File: src/rtl/hilo_muldiv.sv
// hilo_muldiv: iterative MIPS-style HI/LO multiply/divide unit with MTHI/MTLO writes.
module hilo_muldiv (
  input  logic        clk,
  input  logic        reset_n_i,
  input  logic        start_i,
  input  logic [1:0]  op_i,
  input  logic [31:0] operand_a_i,
  input  logic [31:0] operand_b_i,
  input  logic        write_hi_i,
  input  logic        write_lo_i,
  input  logic [31:0] write_data_i,
  output logic        busy_o,
  output logic        done_o,
  output logic [31:0] hi_o,
  output logic [31:0] lo_o
);
  typedef enum logic [1:0] {IDLE, CALC, SIGN} state_t;
  state_t      state_q;
  logic [4:0]  cnt_q;
  logic [63:0] acc_q;
  logic [31:0] b_q, hi_q, lo_q;
  logic        div_q, neg_q, nega_q, div0_q, done_q;
  logic        sgn_d;
  logic [31:0] a_mag_d, b_mag_d;
  logic [32:0] add_d;
  logic [64:0] sh_d;
  logic [33:0] diff_d;
  logic [63:0] step_d, prod_d;
  // acc_q holds {partial, multiplier} for multiply and {remainder, quotient} for divide
  always_comb begin
    sgn_d   = ~op_i[0];
    a_mag_d = (sgn_d && operand_a_i[31]) ? -operand_a_i : operand_a_i;
    b_mag_d = (sgn_d && operand_b_i[31]) ? -operand_b_i : operand_b_i;
    add_d   = {1'b0, acc_q[63:32]} + (acc_q[0] ? {1'b0, b_q} : 33'd0);
    sh_d    = {acc_q, 1'b0};
    diff_d  = {1'b0, sh_d[64:32]} - {2'b0, b_q};
    step_d  = div_q ? (diff_d[33] ? sh_d[63:0] : {diff_d[31:0], acc_q[30:0], 1'b1})
                    : {add_d, acc_q[31:1]};
    prod_d  = neg_q ? -acc_q : acc_q;
  end
  always_ff @(posedge clk or negedge reset_n_i) begin
    if (!reset_n_i) begin
      state_q <= IDLE;
      cnt_q   <= '0;
      acc_q   <= '0;
      b_q     <= '0;
      hi_q    <= '0;
      lo_q    <= '0;
      div_q   <= 1'b0;
      neg_q   <= 1'b0;
      nega_q  <= 1'b0;
      div0_q  <= 1'b0;
      done_q  <= 1'b0;
    end else begin
      done_q <= 1'b0;
      case (state_q)
        IDLE: if (start_i) begin
          state_q <= CALC;
          cnt_q   <= '0;
          div_q   <= op_i[1];
          acc_q   <= {32'd0, a_mag_d};
          b_q     <= b_mag_d;
          neg_q   <= sgn_d & (operand_a_i[31] ^ operand_b_i[31]);
          nega_q  <= sgn_d & operand_a_i[31];
          div0_q  <= operand_b_i == 32'd0;
        end else begin
          if (write_hi_i) hi_q <= write_data_i;
          if (write_lo_i) lo_q <= write_data_i;
        end
        CALC: begin
          acc_q <= step_d;
          cnt_q <= cnt_q + 5'd1;
          if (cnt_q == 5'd31) state_q <= SIGN;
        end
        SIGN: begin
          state_q <= IDLE;
          done_q  <= 1'b1;
          // a zero divisor leaves the all-ones quotient unsigned and |a| re-signed back to a
          if (div_q) begin
            lo_q <= (neg_q && !div0_q) ? -acc_q[31:0] : acc_q[31:0];
            hi_q <= nega_q ? -acc_q[63:32] : acc_q[63:32];
          end else {hi_q, lo_q} <= prod_d;
        end
        default: state_q <= IDLE;
      endcase
    end
  end
  assign busy_o = state_q != IDLE;
  assign done_o = done_q;
  assign hi_o   = hi_q;
  assign lo_o   = lo_q;
endmodule

File: config.mk
export PLATFORM = sky130hd
export DESIGN_NAME = hilo_muldiv
export DESIGN_NICKNAME = d
export VERILOG_FILES = /design/src/rtl/hilo_muldiv.sv
export SDC_FILE = /design/constraint.sdc
export NUM_CORES = 1
export LEC_CHECK = 0
export CORE_MARGIN = 1.5
export CORE_UTILIZATION = 50
export DETAILED_ROUTE_END_ITERATION = 6
export GPL_TIMING_DRIVEN = 0
export PLACE_DENSITY = 0.73
export RECOVER_POWER = 25
export SETUP_SLACK_MARGIN = 0.3
export SLEW_MARGIN = 10
export SYNTH_ARGS = -nofsm -noshare
export SYNTH_HDL_FRONTEND = slang
export SYNTH_SLANG_ARGS = --single-unit
export TNS_END_PERCENT = 20
File: constraint.sdc
create_clock -name clk -period 8.5 [get_ports clk]
set_input_delay 1.7 -clock clk [delete_from_list [all_inputs] [get_ports clk]]
set_output_delay 1.7 -clock clk [all_outputs]
set_load 0.02 [all_outputs]
Word level (Yosys, flattened, before mapping)

Cells that the tools add are included.
Widths: inputs -> output; s select.

Register bits after elaboration: 172
Word-level logic and storage cells: 69

Equal/unequal tests: 8
Add/subtract/negate cells: 8
Reductions and logical operators: 14
Muxes and demuxes: 24
Bitwise logic cells: 4

Operator list:

| kind                | count |
|---|---|
| $mux 32             | 11 |
| $mux 64             | 4 |
| $neg 32->32         | 4 |
| $pmux 32 s2         | 2 |
| $pmux 64 s2         | 1 |
| $neg 64->64         | 1 |
| $sub 33x32->34      | 1 |
| $add 32x32->33      | 1 |
| $logic_not 32->1    | 1 |
| $ne 2x2->1 const B  | 5 |
| $pmux 5 s2          | 1 |
| $reduce_and 2->1    | 3 |
| $reduce_and 3->1    | 2 |
| $reduce_bool 2->1   | 3 |
| $add 5x1->5 const B | 1 |
| $eq 5x5->1 const B  | 1 |
| $mux 5              | 1 |
| $mux 2              | 2 |
| $pmux 2 s2          | 1 |
| $logic_and 1x1->1   | 3 |
| $and 1x1->1         | 2 |
| $eq 2x1->1 const B  | 1 |
| $eq 2x2->1 const B  | 1 |
| $logic_not 2->1     | 1 |
| 4 further kinds     | 4 |

Depth between registers and ports, before layout

Depth after elaboration: 5
Depth in mapped cells: 14
Gate-level depth less buffers: 13

Worst setup path before layout

No wires, ideal clock.

Path type: in2reg
From: in operand_b_i[0]
To: reg div0_q
Slack: 4422 ps
Setup time: 83 ps
Arrival: 3996 ps
Path buffers: 0
Required time: 8417 ps
Stages: 9
Path through: inv_1 -> ha_1 -> or3b_2 -> or3_1 -> nor3b_2 -> nand3b_1 -> or2_2 -> or4_1 -> o21ai_0

Cells in the longest elaborated chain, start to end: 1

Ends and longest elaborated chain:

| item                 | line | source |
|---|---|---|
| start, declared      | 8    | `input logic [31:0] operand_b_i,` |
| $logic_not 32->1     | 65   | `div0_q <= operand_b_i == 32'd0;` |
| end signal, assigned | 52   | `div0_q <= 1'b0;` |
| end signal, assigned | 65   |  |
| end, declared        | 22   | `logic div_q, neg_q, nega_q, div0_q, done_q;` |

Every way passes these cells.
A chain may end at the register's enable or synchronous reset.

==> results.tsv <==
metric	value	unit
gr usage total	32.7	%
Starting DRT DRC Count	1441	
n_diodes	0	
CTS max path bufs	2	
Yosys cell types	76	
Resized Gates After CTS	0	
placed cells	2290	
CP delay by family, top	buffers and inverters	
final worst-path cycle share	57.1	%
Die Span Y	171	um
wirelength, routed	47900	um
die width	171	um
dpl cell area	16400	sq um
CTS tree	yes	
Synth top area share	30.4	%
Worst Path Buf+Inv	1	
fin area	17000	sq um
post-synthesis sequential area ratio	30.4	%
YS warnings	0	
Worst EP required	8150	ps
FILL cells	2469	
Cells after Synth	1743	
PD cells	439	nW/um^2
Internal	3.64	mW
CP max-delay cell	clkbuf_1	
Post-synth EDFFs	0	
drt first pass iters	6	
Max IR drop VDD	0.176	mV
register area	4300	sq um
Synth Cell Area	14200	sq um
first-pass GRT wire length	73900	um
Worst-path clk slew	80	ps
CORE AREA	27900	sq um
WHS	485	ps
Final Hold Fails	0	
Worst EP arrival	4510	ps
Hold Buf Count CTS	0	
Relative slew margins	-163	%
clock power share	11.2	%
Switching Share	51.1	%
worst setup path category	input port to async pin	
Max-Cap Viols	1	
CP Cell Sequence	clkbuf_1	
IO buf count	168	
Die ar.	29400	sq um
Starting Density	50.9	%
GRT overflow	0	
cell taking the most area after synthesis	dfrtp_1	
Final nets	2106	
RSZ-0062 raised after global routing	false	
FFs w/ async S/R, synth	100	%
worst-margin pin slew	3940	ps
Post-synth top flop	dfrtp_1	
Final setup viols	0	
dpl ws	3670	ps
post-synthesis register bit count	172	
final worst path period need	4860	ps
Vias/cell	6.16	
final non-filler cell total	2322	
WL/cell	20.6	um
Synth Net Count	1918	
crit path max fanout	72	
Num CTS Buffers	17	
synthesized area per cell	8.13	sq um
max-slew violations	72	
startpoint type of the worst setup path	input port	
Final HPWL DP	37600	um
Comb power frac	65.5	%
# IOs	169	
clk root buf	clkbuf_16	
layout cell share with drive strength beyond 1	3.14	%
status	finished, violations left	
setup TNS	0	ps
Sw Pwr	3.80	mW
largest net degree at the start of global routing	102	
clk sink count	172	
FMAX	206	MHz
vias in the first global route	13400	
Worst-Skew Late Latency	460	ps
Leakage Power	6.89	nW
Largest stage delay, worst path	2710	ps
Post-DRT Antenna Nets	0	
Final Skew	20.3	ps
P&R area growth vs syn	19.7	%
commonest cells in the synthesized netlist	nand2_1, o21ai_0, dfrtp_1	
type of the most critical hold path	flip-flop to flip-flop	
initial antenna violation count	0	
Synth area leaders	dfrtp_1, mux2i_1, o21ai_0	
Rows	61	
multi-input logic area	9260	sq um
vias post-DR	14300	
Remaining DRCs	0	
CTS H-tree lvls	4	
CP Capture Type	async pin	
failing checks	max-capacitance violations, max-slew violations	
gpl congestion	0.984	
fin worst setup slack	3640	ps
Post-CTS Setup Inserts	0	
most frequent cell after synthesis	nand2_1	
Reg power frac	23.3	%
sequential cells by signal, summed over array words and instances, names as in the netlist:
name	count
done_o	1
neg_q	1
div0_q	1
acc_q	64
div_q	1
lo_o	32
hi_o	32
state_q	2
nega_q	1
b_q	32
cnt_q	5
layout make-up:
cell class,count,share of cell area [%]
multi-input combinational,1413,54.6
inverter,70,1.55
buffer,88,2.01
timing repair buffer,169,10.0
tap,378,2.79
clock inverter,15,1.09
sequential,172,25.4
clock buffer,17,2.51
layer usage:
| layer | vias to the layer above | share of wire [%] | GRT usage, % | wire length (um) |
|---|---|---|---|---|
| li1 | 6692 | - | - | - |
| met1 | 6836 | 44 | 45.8 | 21200 |
| met2 | 681 | 44 | 51.1 | 21200 |
| met3 | 85 | 8.9 | 5.84 | 4260 |
| met4 | 0 | 2.5 | 10.8 | 1210 |
| met5 | - | 0 | 0 | 0 |
cell families (layout without fill, tap and decap cells):
logic type	Yosys count	count (layout)	synth area share, %
buffers and inverters	158	359	4.27
adders and majority gates	72	72	6.46
DFF	172	172	30.4
and+or+nand+nor	534	534	17.9
AOI/OAI and AO/OA	536	536	23.2
xor gates and xnor gates	158	158	9.77
muxes	113	113	8.00
worst paths after layout:
check / from / end / slack, ps / cells after the start
worst max-delay path: reset_n_i / done_o / 3640 / 1
worst min-delay path: b_q[16] / b_q[16] / 490 / 2
worst max register to register: acc_q[0] / acc_q[60] / 4020 / 13
worst min register to register: b_q[16] / b_q[16] / 490 / 2
max in group clk: acc_q[0] / acc_q[60] / 4020 / 13
min in group asynchronous: reset_n_i / acc_q[11] / 2620 / 1
power groups by stage:
stage | Clock (mW) | Sequential, mW | Combinational [mW]
2_1_floorplan | 0 | 1.71 | 3.23
3_3_place_gp | 0 | 1.71 | 4.66
3_5_place_dp | 0 | 1.72 | 4.76
4_1_cts | 0.824 | 1.71 | 4.79
5_1_grt | 0.862 | 1.77 | 5.31
6_report | 0.830 | 1.73 | 4.87
per-stage QoR:
| step | total power, mW | util [%] |
|---|---|---|
| after floorplan | 4.94 | - |
| after global placement | 6.37 | 58.6 |
| after detailed placement | 6.48 | 58.7 |
| after CTS | 7.32 | 60.9 |
| after global routing | 7.95 | 60.9 |
| final | 7.44 | 60.9 |
layout by cell type (no fill, tap or decap), drive strengths merged, types with 8 or more instances in the layout:
cell	count
a211oi	20
a21o	22
a21oi	123
a22oi	10
a31oi	28
and2	12
and3	12
buf	21
clkbuf	86
clkdlybuf4s50	167
dfrtp	172
ha	70
inv	78
mux2i	111
nand2	191
nand2b	20
nand3	29
nand4	9
nor2	135
nor2b	17
nor3	33
nor4	13
o211ai	31
o21a	10
o21ai	191
o31ai	35
o41ai	8
or3	31
or4	11
xnor2	90
xor2	68
Power figures use the tool's default switching activity.
